<file path="src/rtl/alu_job_scheduler.sv">
// alu_job_scheduler: in-order job queue in front of a combinational ALU and a
// multi-cycle shift-add multiplier. Jobs {opcode, A, B} are buffered in a
// DEPTH-entry FIFO, popped one at a time into issue registers, and routed to
// the ALU or, for MUL_OPCODE, to the multiplier. The result is latched into a
// display register and a one-cycle result_valid pulse follows.
//
// Ports:
//   clk, reset        system clock, asynchronous active-low reset
//   push, push_job    enqueue strobe and job {opcode[19:16], A[15:8], B[7:0]}
//   alu_en            high during the ALU issue cycle
//   alu_opcode/a/b    issue registers, held until the next pop
//   alu_result        combinational ALU output
//   mul_start         one-cycle multiplier start pulse
//   mul_done          multiplier completion (level or pulse)
//   mul_product       multiplier product
//   result            last completed result
//   result_valid      one-cycle pulse when result updates
//   count/full/empty  FIFO occupancy
//   overflow          sticky: a push was dropped
//   timeout_err       sticky: multiplier did not answer within MUL_TIMEOUT
//   state             FSM state code for the 7-segment display
//   jobs_done         saturating count of completed jobs (only when
//                     ALU_SCHED_STATS_EN is defined)

module alu_job_scheduler #(
    parameter int unsigned DEPTH       = 4,
    parameter logic [3:0]  MUL_OPCODE  = 4'hF,
    parameter int unsigned MUL_TIMEOUT = 32
) (
    input  logic                     clk,
    input  logic                     reset,
    input  logic                     push,
    input  logic [19:0]              push_job,
    output logic                     alu_en,
    output logic [3:0]               alu_opcode,
    output logic [7:0]               alu_a,
    output logic [7:0]               alu_b,
    input  logic [15:0]              alu_result,
    output logic                     mul_start,
    input  logic                     mul_done,
    input  logic [15:0]              mul_product,
    output logic [15:0]              result,
    output logic                     result_valid,
    output logic [$clog2(DEPTH):0]   count,
    output logic                     full,
    output logic                     empty,
    output logic                     overflow,
    output logic                     timeout_err,
    output logic [3:0]               state
`ifdef ALU_SCHED_STATS_EN
    ,
    output logic [7:0]               jobs_done
`endif
);

    localparam int unsigned PtrW = $clog2(DEPTH);
    localparam int unsigned CntW = PtrW + 1;
    localparam int unsigned TmrW = $clog2(MUL_TIMEOUT) + 1;

    typedef enum logic [3:0] {
        StIdle      = 4'd0,
        StAluIssue  = 4'd1,
        StMulStart  = 4'd2,
        StMulWait   = 4'd3,
        StWriteback = 4'd4
    } state_e;

    state_e            state_q, state_d;
    logic [19:0]       mem_q [DEPTH];
    logic [PtrW-1:0]   wr_ptr_q, wr_ptr_d;
    logic [PtrW-1:0]   rd_ptr_q, rd_ptr_d;
    logic [CntW-1:0]   count_q, count_d;
    logic              overflow_q, overflow_d;
    logic              timeout_err_q, timeout_err_d;
    logic [15:0]       result_q, result_d;
    logic [3:0]        opcode_q, opcode_d;
    logic [7:0]        a_q, a_d;
    logic [7:0]        b_q, b_d;
    logic [TmrW-1:0]   tmr_q, tmr_d;
    logic              pop;
    logic              push_ok;
    logic [19:0]       head_job;

    assign full     = (count_q == CntW'(DEPTH));
    assign empty    = (count_q == '0);
    assign head_job = mem_q[rd_ptr_q];

    // A push into a full FIFO still fits when the head leaves in the same cycle.
    assign push_ok  = push && (!full || pop);

    // FIFO pointer/occupancy next state.
    always_comb begin
        wr_ptr_d   = wr_ptr_q;
        rd_ptr_d   = rd_ptr_q;
        count_d    = count_q;
        overflow_d = overflow_q;
        if (push_ok) begin
            wr_ptr_d = wr_ptr_q + PtrW'(1);
        end
        if (pop) begin
            rd_ptr_d = rd_ptr_q + PtrW'(1);
        end
        if (push && !push_ok) begin
            overflow_d = 1'b1;
        end
        case ({push_ok, pop})
            2'b10:   count_d = count_q + CntW'(1);
            2'b01:   count_d = count_q - CntW'(1);
            default: count_d = count_q;
        endcase
    end

    // Storage array carries no reset; validity is tracked by the pointers.
    always_ff @(posedge clk) begin
        if (push_ok) begin
            mem_q[wr_ptr_q] <= push_job;
        end
    end

    // FSM next state and outputs.
    always_comb begin
        state_d       = state_q;
        result_d      = result_q;
        timeout_err_d = timeout_err_q;
        opcode_d      = opcode_q;
        a_d           = a_q;
        b_d           = b_q;
        tmr_d         = tmr_q;
        pop           = 1'b0;
        alu_en        = 1'b0;
        mul_start     = 1'b0;
        result_valid  = 1'b0;

        unique case (state_q)
            StIdle: begin
                if (!empty) begin
                    pop      = 1'b1;
                    opcode_d = head_job[19:16];
                    a_d      = head_job[15:8];
                    b_d      = head_job[7:0];
                    state_d  = (head_job[19:16] == MUL_OPCODE) ? StMulStart : StAluIssue;
                end
            end
            StAluIssue: begin
                alu_en   = 1'b1;
                result_d = alu_result;
                state_d  = StWriteback;
            end
            StMulStart: begin
                // mul_done is not looked at here, so a stale done is ignored.
                mul_start = 1'b1;
                tmr_d     = '0;
                state_d   = StMulWait;
            end
            StMulWait: begin
                if (mul_done) begin
                    result_d = mul_product;
                    state_d  = StWriteback;
                end else if (tmr_q == TmrW'(MUL_TIMEOUT - 1)) begin
                    result_d      = 16'hDEAD;
                    timeout_err_d = 1'b1;
                    state_d       = StWriteback;
                end else begin
                    tmr_d = tmr_q + TmrW'(1);
                end
            end
            StWriteback: begin
                result_valid = 1'b1;
                state_d      = StIdle;
            end
            default: begin
                state_d = StIdle;
            end
        endcase
    end

    always_ff @(posedge clk or negedge reset) begin
        if (!reset) begin
            state_q       <= StIdle;
            wr_ptr_q      <= '0;
            rd_ptr_q      <= '0;
            count_q       <= '0;
            overflow_q    <= 1'b0;
            timeout_err_q <= 1'b0;
            result_q      <= 16'h0000;
            opcode_q      <= 4'h0;
            a_q           <= 8'h00;
            b_q           <= 8'h00;
            tmr_q         <= '0;
        end else begin
            state_q       <= state_d;
            wr_ptr_q      <= wr_ptr_d;
            rd_ptr_q      <= rd_ptr_d;
            count_q       <= count_d;
            overflow_q    <= overflow_d;
            timeout_err_q <= timeout_err_d;
            result_q      <= result_d;
            opcode_q      <= opcode_d;
            a_q           <= a_d;
            b_q           <= b_d;
            tmr_q         <= tmr_d;
        end
    end

`ifdef ALU_SCHED_STATS_EN
    logic [7:0] jobs_done_q, jobs_done_d;

    // Every writeback counts, including timed-out multiplies; saturates.
    always_comb begin
        jobs_done_d = jobs_done_q;
        if (state_q == StWriteback && jobs_done_q != 8'hFF) begin
            jobs_done_d = jobs_done_q + 8'd1;
        end
    end

    always_ff @(posedge clk or negedge reset) begin
        if (!reset) begin
            jobs_done_q <= 8'h00;
        end else begin
            jobs_done_q <= jobs_done_d;
        end
    end

    assign jobs_done = jobs_done_q;
`endif

    assign alu_opcode  = opcode_q;
    assign alu_a       = a_q;
    assign alu_b       = b_q;
    assign result      = result_q;
    assign count       = count_q;
    assign overflow    = overflow_q;
    assign timeout_err = timeout_err_q;
    assign state       = state_q;

endmodule

</file>
<file path="config.mk">
export PLATFORM = sky130hd
export DESIGN_NAME = alu_job_scheduler
export DESIGN_NICKNAME = d
export VERILOG_FILES = /design/src/rtl/alu_job_scheduler.sv
export SDC_FILE = /design/constraint.sdc
export NUM_CORES = 1
export LEC_CHECK = 0
export BUFFER_PORTS_ARGS = -buffer_cell sky130_fd_sc_hd__buf_2
export CAP_MARGIN = 5
export CORE_UTILIZATION = 35
export CTS_CLUSTER_DIAMETER = 120
export DETAILED_ROUTE_END_ITERATION = 8
export PLACE_DENSITY = 0.62
export SLEW_MARGIN = 20
export SYNTH_ARGS = -nofsm -noshare
export SYNTH_HDL_FRONTEND = slang
export SYNTH_SLANG_ARGS = --single-unit
</file>
<file path="constraint.sdc">
create_clock -name clk -period 3.03 [get_ports clk]
set_clock_uncertainty 0.2 [all_clocks]
set_input_delay 0.4545 -clock clk [delete_from_list [all_inputs] [get_ports clk]]
set_output_delay 0.4545 -clock clk [all_outputs]
set_load 0.005 [all_outputs]
</file>
==> reports/results.txt <==
Status: complete, no violations
Worst-Margin Slew: 729 ps
Final slew viol count: 0
DRT iter0 DRCs: 146
Reg2reg path depth: 7
Final setup viols: 0
Total congestion overflow: 0
Critical path capture point: count[2]
Top-level port count: 106
WL/cell: 16.6 microns
Synthesized area per cell: 16.5 sq um
Diode count: 0
Reg clk slew, reported paths: 60 ps
Die height: 129 microns
#FFs+latches synth: 134
Initial Utilization: 36.3%
Share of cells above drive strength 1: 43.2%
Initial antenna violation count: 0
Placement Cell Area: 6390 sq um
Syn_nets: 402
Worst hold slack: 53.5 ps
Vias in the first global route: 3360
Distinct cells, synth: 47
Longest Clk Path Bufs: 2
# Post-CTS Setup Buffers: 0
Skew-Pair Late Insertion Delay: 410 ps
Remaining DRCs: 0
Unrepaired setup endpoints after global routing: no
Final Hold Vio Count: 0
Register area share after synthesis: 67.0%
Post-cts resize count: 0
TritonRoute pass-1 iters: 4
Mapped Area: 5610 sq um
Crit Path Max Fanout: 9
Critical path required time: 3170 ps
Final Critical Period: 2390 ps
Nets: 524
CP Launch Type: register
Final non-filler cell total: 685
WS Path Type: reg2reg
Final wirelength: 11300 microns
Num Clock Sinks: 134
VDD IR max: 560 uV
Vias/cell: 4.70
GRT Total Usage: 14.9%
Setup TNS: 0 ps
Max H-tree Level: 4
Critical Path AT: 2530 ps
Root Driver: clkbuf_16
Via count of the routed design: 3222
Crit path launch: state[0]
Cell row count: 45
Tcrit/Tclk final: 79.0%
Max-cap viol count: 0
Placed cells: 653
Largest net degree at the start of global routing: 33
DP HPWL: 7750 microns
Hold WC Path Type: in2reg
Antenna-violating nets left: 0
CTS tree: yes
Crit. End Element: register
Worst R2R Start: state[0]
Crit Reg-Reg Endpoint: count[2]
Core area: 15400 sq um
R2R Setup Slk: 640 ps
GPL Wtd Cong: 0.771
Ys Warns: 0
Pleak: 2.95 nW
PD cells: 1050 nW/um^2
Area grow syn2layout: 25.2%
Die ar.: 16500 sq um
Chip Width: 129 microns
Slew HR: 51.4%
Fmax: 418 MHz
Port Buffers: 104
Synth Instances: 340
First-pass GRT wire length: 18000 microns
Design area: 7020 sq um
CTS Buf Count: 17
metrics by stage:
step                      utilization (%)  power (mW)  setup slack [ps]
after floorplan                         -        4.51               659
after global placement               41.4        5.26               656
after detailed placement             41.4        5.33               614
after CTS                            45.5        7.51               611
after global routing                 45.5        7.84               479
final                                45.5        7.39               637
critical path, stage by stage, from the launching register on:
cell and delay (ps):
dfrtp_1 490, nor3_4 360, and2_1 180, buf_4 190, nand2b_1 90, fa_1 400, o31ai_2 270, xor2_1 160
sequential cells by signal, summed over array words and instances, names as in the netlist:
name / count
alu_a: 8
alu_b: 8
alu_opcode: 4
count: 3
mem_q: 80
overflow: 1
rd_ptr_q: 2
result: 16
state: 3
timeout_err: 1
tmr_q: 6
wr_ptr_q: 2
cell type report:
cell class,instances,area (sq um)
Tap cell,211,264
Fill cell,1425,8410
Multi-Input combinational cell,181,1720
Inverter,11,41.3
Clock inverter,10,170
Clock buffer,21,450
Sequential cell,134,3750
Timing Repair Buffer,117,621
synthesized netlist by cell type (all sizes together):
cell type   n  area [sq um]
edfxtp     80          2400
dfrtp      54          1350
nand2      36           135
mux2       33           454
o21ai      21           109
mux4       20           450
nor2b      14          87.6
inv        11          41.3
buf         8          71.3
nor2        7          28.8
and2        6          37.5
clkbuf      6          22.5
ha          5          62.6
xnor2       4          35.0
xor2        4          35.0
mux2i       3          30.0
nand3       3          15.0
nand4       3          25.0
a21o        2          15.0
and3        2          12.5
nor3        2          21.3
o211ai      2          15.0
a211oi      1          7.51
a21oi       1          5.00
a221oi      1          8.76
and4bb      1          12.5
conb        1          3.75
fa          1          20.0
nand2b      1          6.26
nand3b      1          7.51
nand4b      1          8.76
o2111ai     1          8.76
o311ai      1          26.3
o31ai       1          12.5
or3         1          11.3
or3b        1          8.76
cells by family (layout without fill, tap and decap cells):
| kind of cell | count (synthesis) | after routing | synth area share, % |
|---|---|---|---|
| xor gates and xnor gates | 8 | 8 | 1.25 |
| adders and majority gates | 6 | 6 | 1.47 |
| buffers and inverters | 25 | 159 | 2.41 |
| AOI/OAI and AO/OA | 31 | 31 | 3.71 |
| other | 1 | 1 | 0.0669 |
| DFF | 134 | 134 | 67.0 |
| muxes | 56 | 56 | 16.7 |
| and+or+nand+nor | 79 | 79 | 7.46 |
timing repair:
item,in CTS,in global routing
hold endpoints to repair,14,0
setup endpoints to repair,0,0
hold buffers,1,0
where the power goes:
part,switching (mW),internal [mW]
Combinational,1.10,1.29
Sequential,0.310,2.53
Clock,0.753,1.40
placed cells by master (no fill, tap or decap), drive strengths merged, types with 3 or more instances in the layout:
master and n:
edfxtp 80, inv 13, ha 5, mux4 20, nor2b 14, xor2 4
nand3 3, clkbuf 21, o21ai 21, mux2i 3, nand2 36, dfrtp 54
xnor2 4, buf 116, bufinv 4, nor2 7, mux2 33, and2 6
nand4 3
worst min-delay path by stage:
stage / start / end / slack (ps) / depth (start not counted)
6_report: push_job[4] / mem_q[0][4] / 50 / 1
5_1_grt: push_job[6] / mem_q[2][6] / 40 / 1
4_1_cts: push_job[4] / mem_q[3][4] / 40 / 1
3_5_place_dp: reset / result[5] / 200 / 1
3_3_place_gp: reset / result[5] / 190 / 1
2_1_floorplan: reset / alu_a[0] / -40 / 0
routing by layer:
layer | track usage, % | vias to the layer above | share of wire, %
li1 | - | 1509 | -
met5 | 0 | - | 0
met1 | 17.4 | 1581 | 42
met2 | 25.4 | 115 | 49
met4 | 6.71 | 0 | 1.5
met3 | 4.49 | 17 | 6.6
No activity file was read; power rests on OpenSTA's default activity.
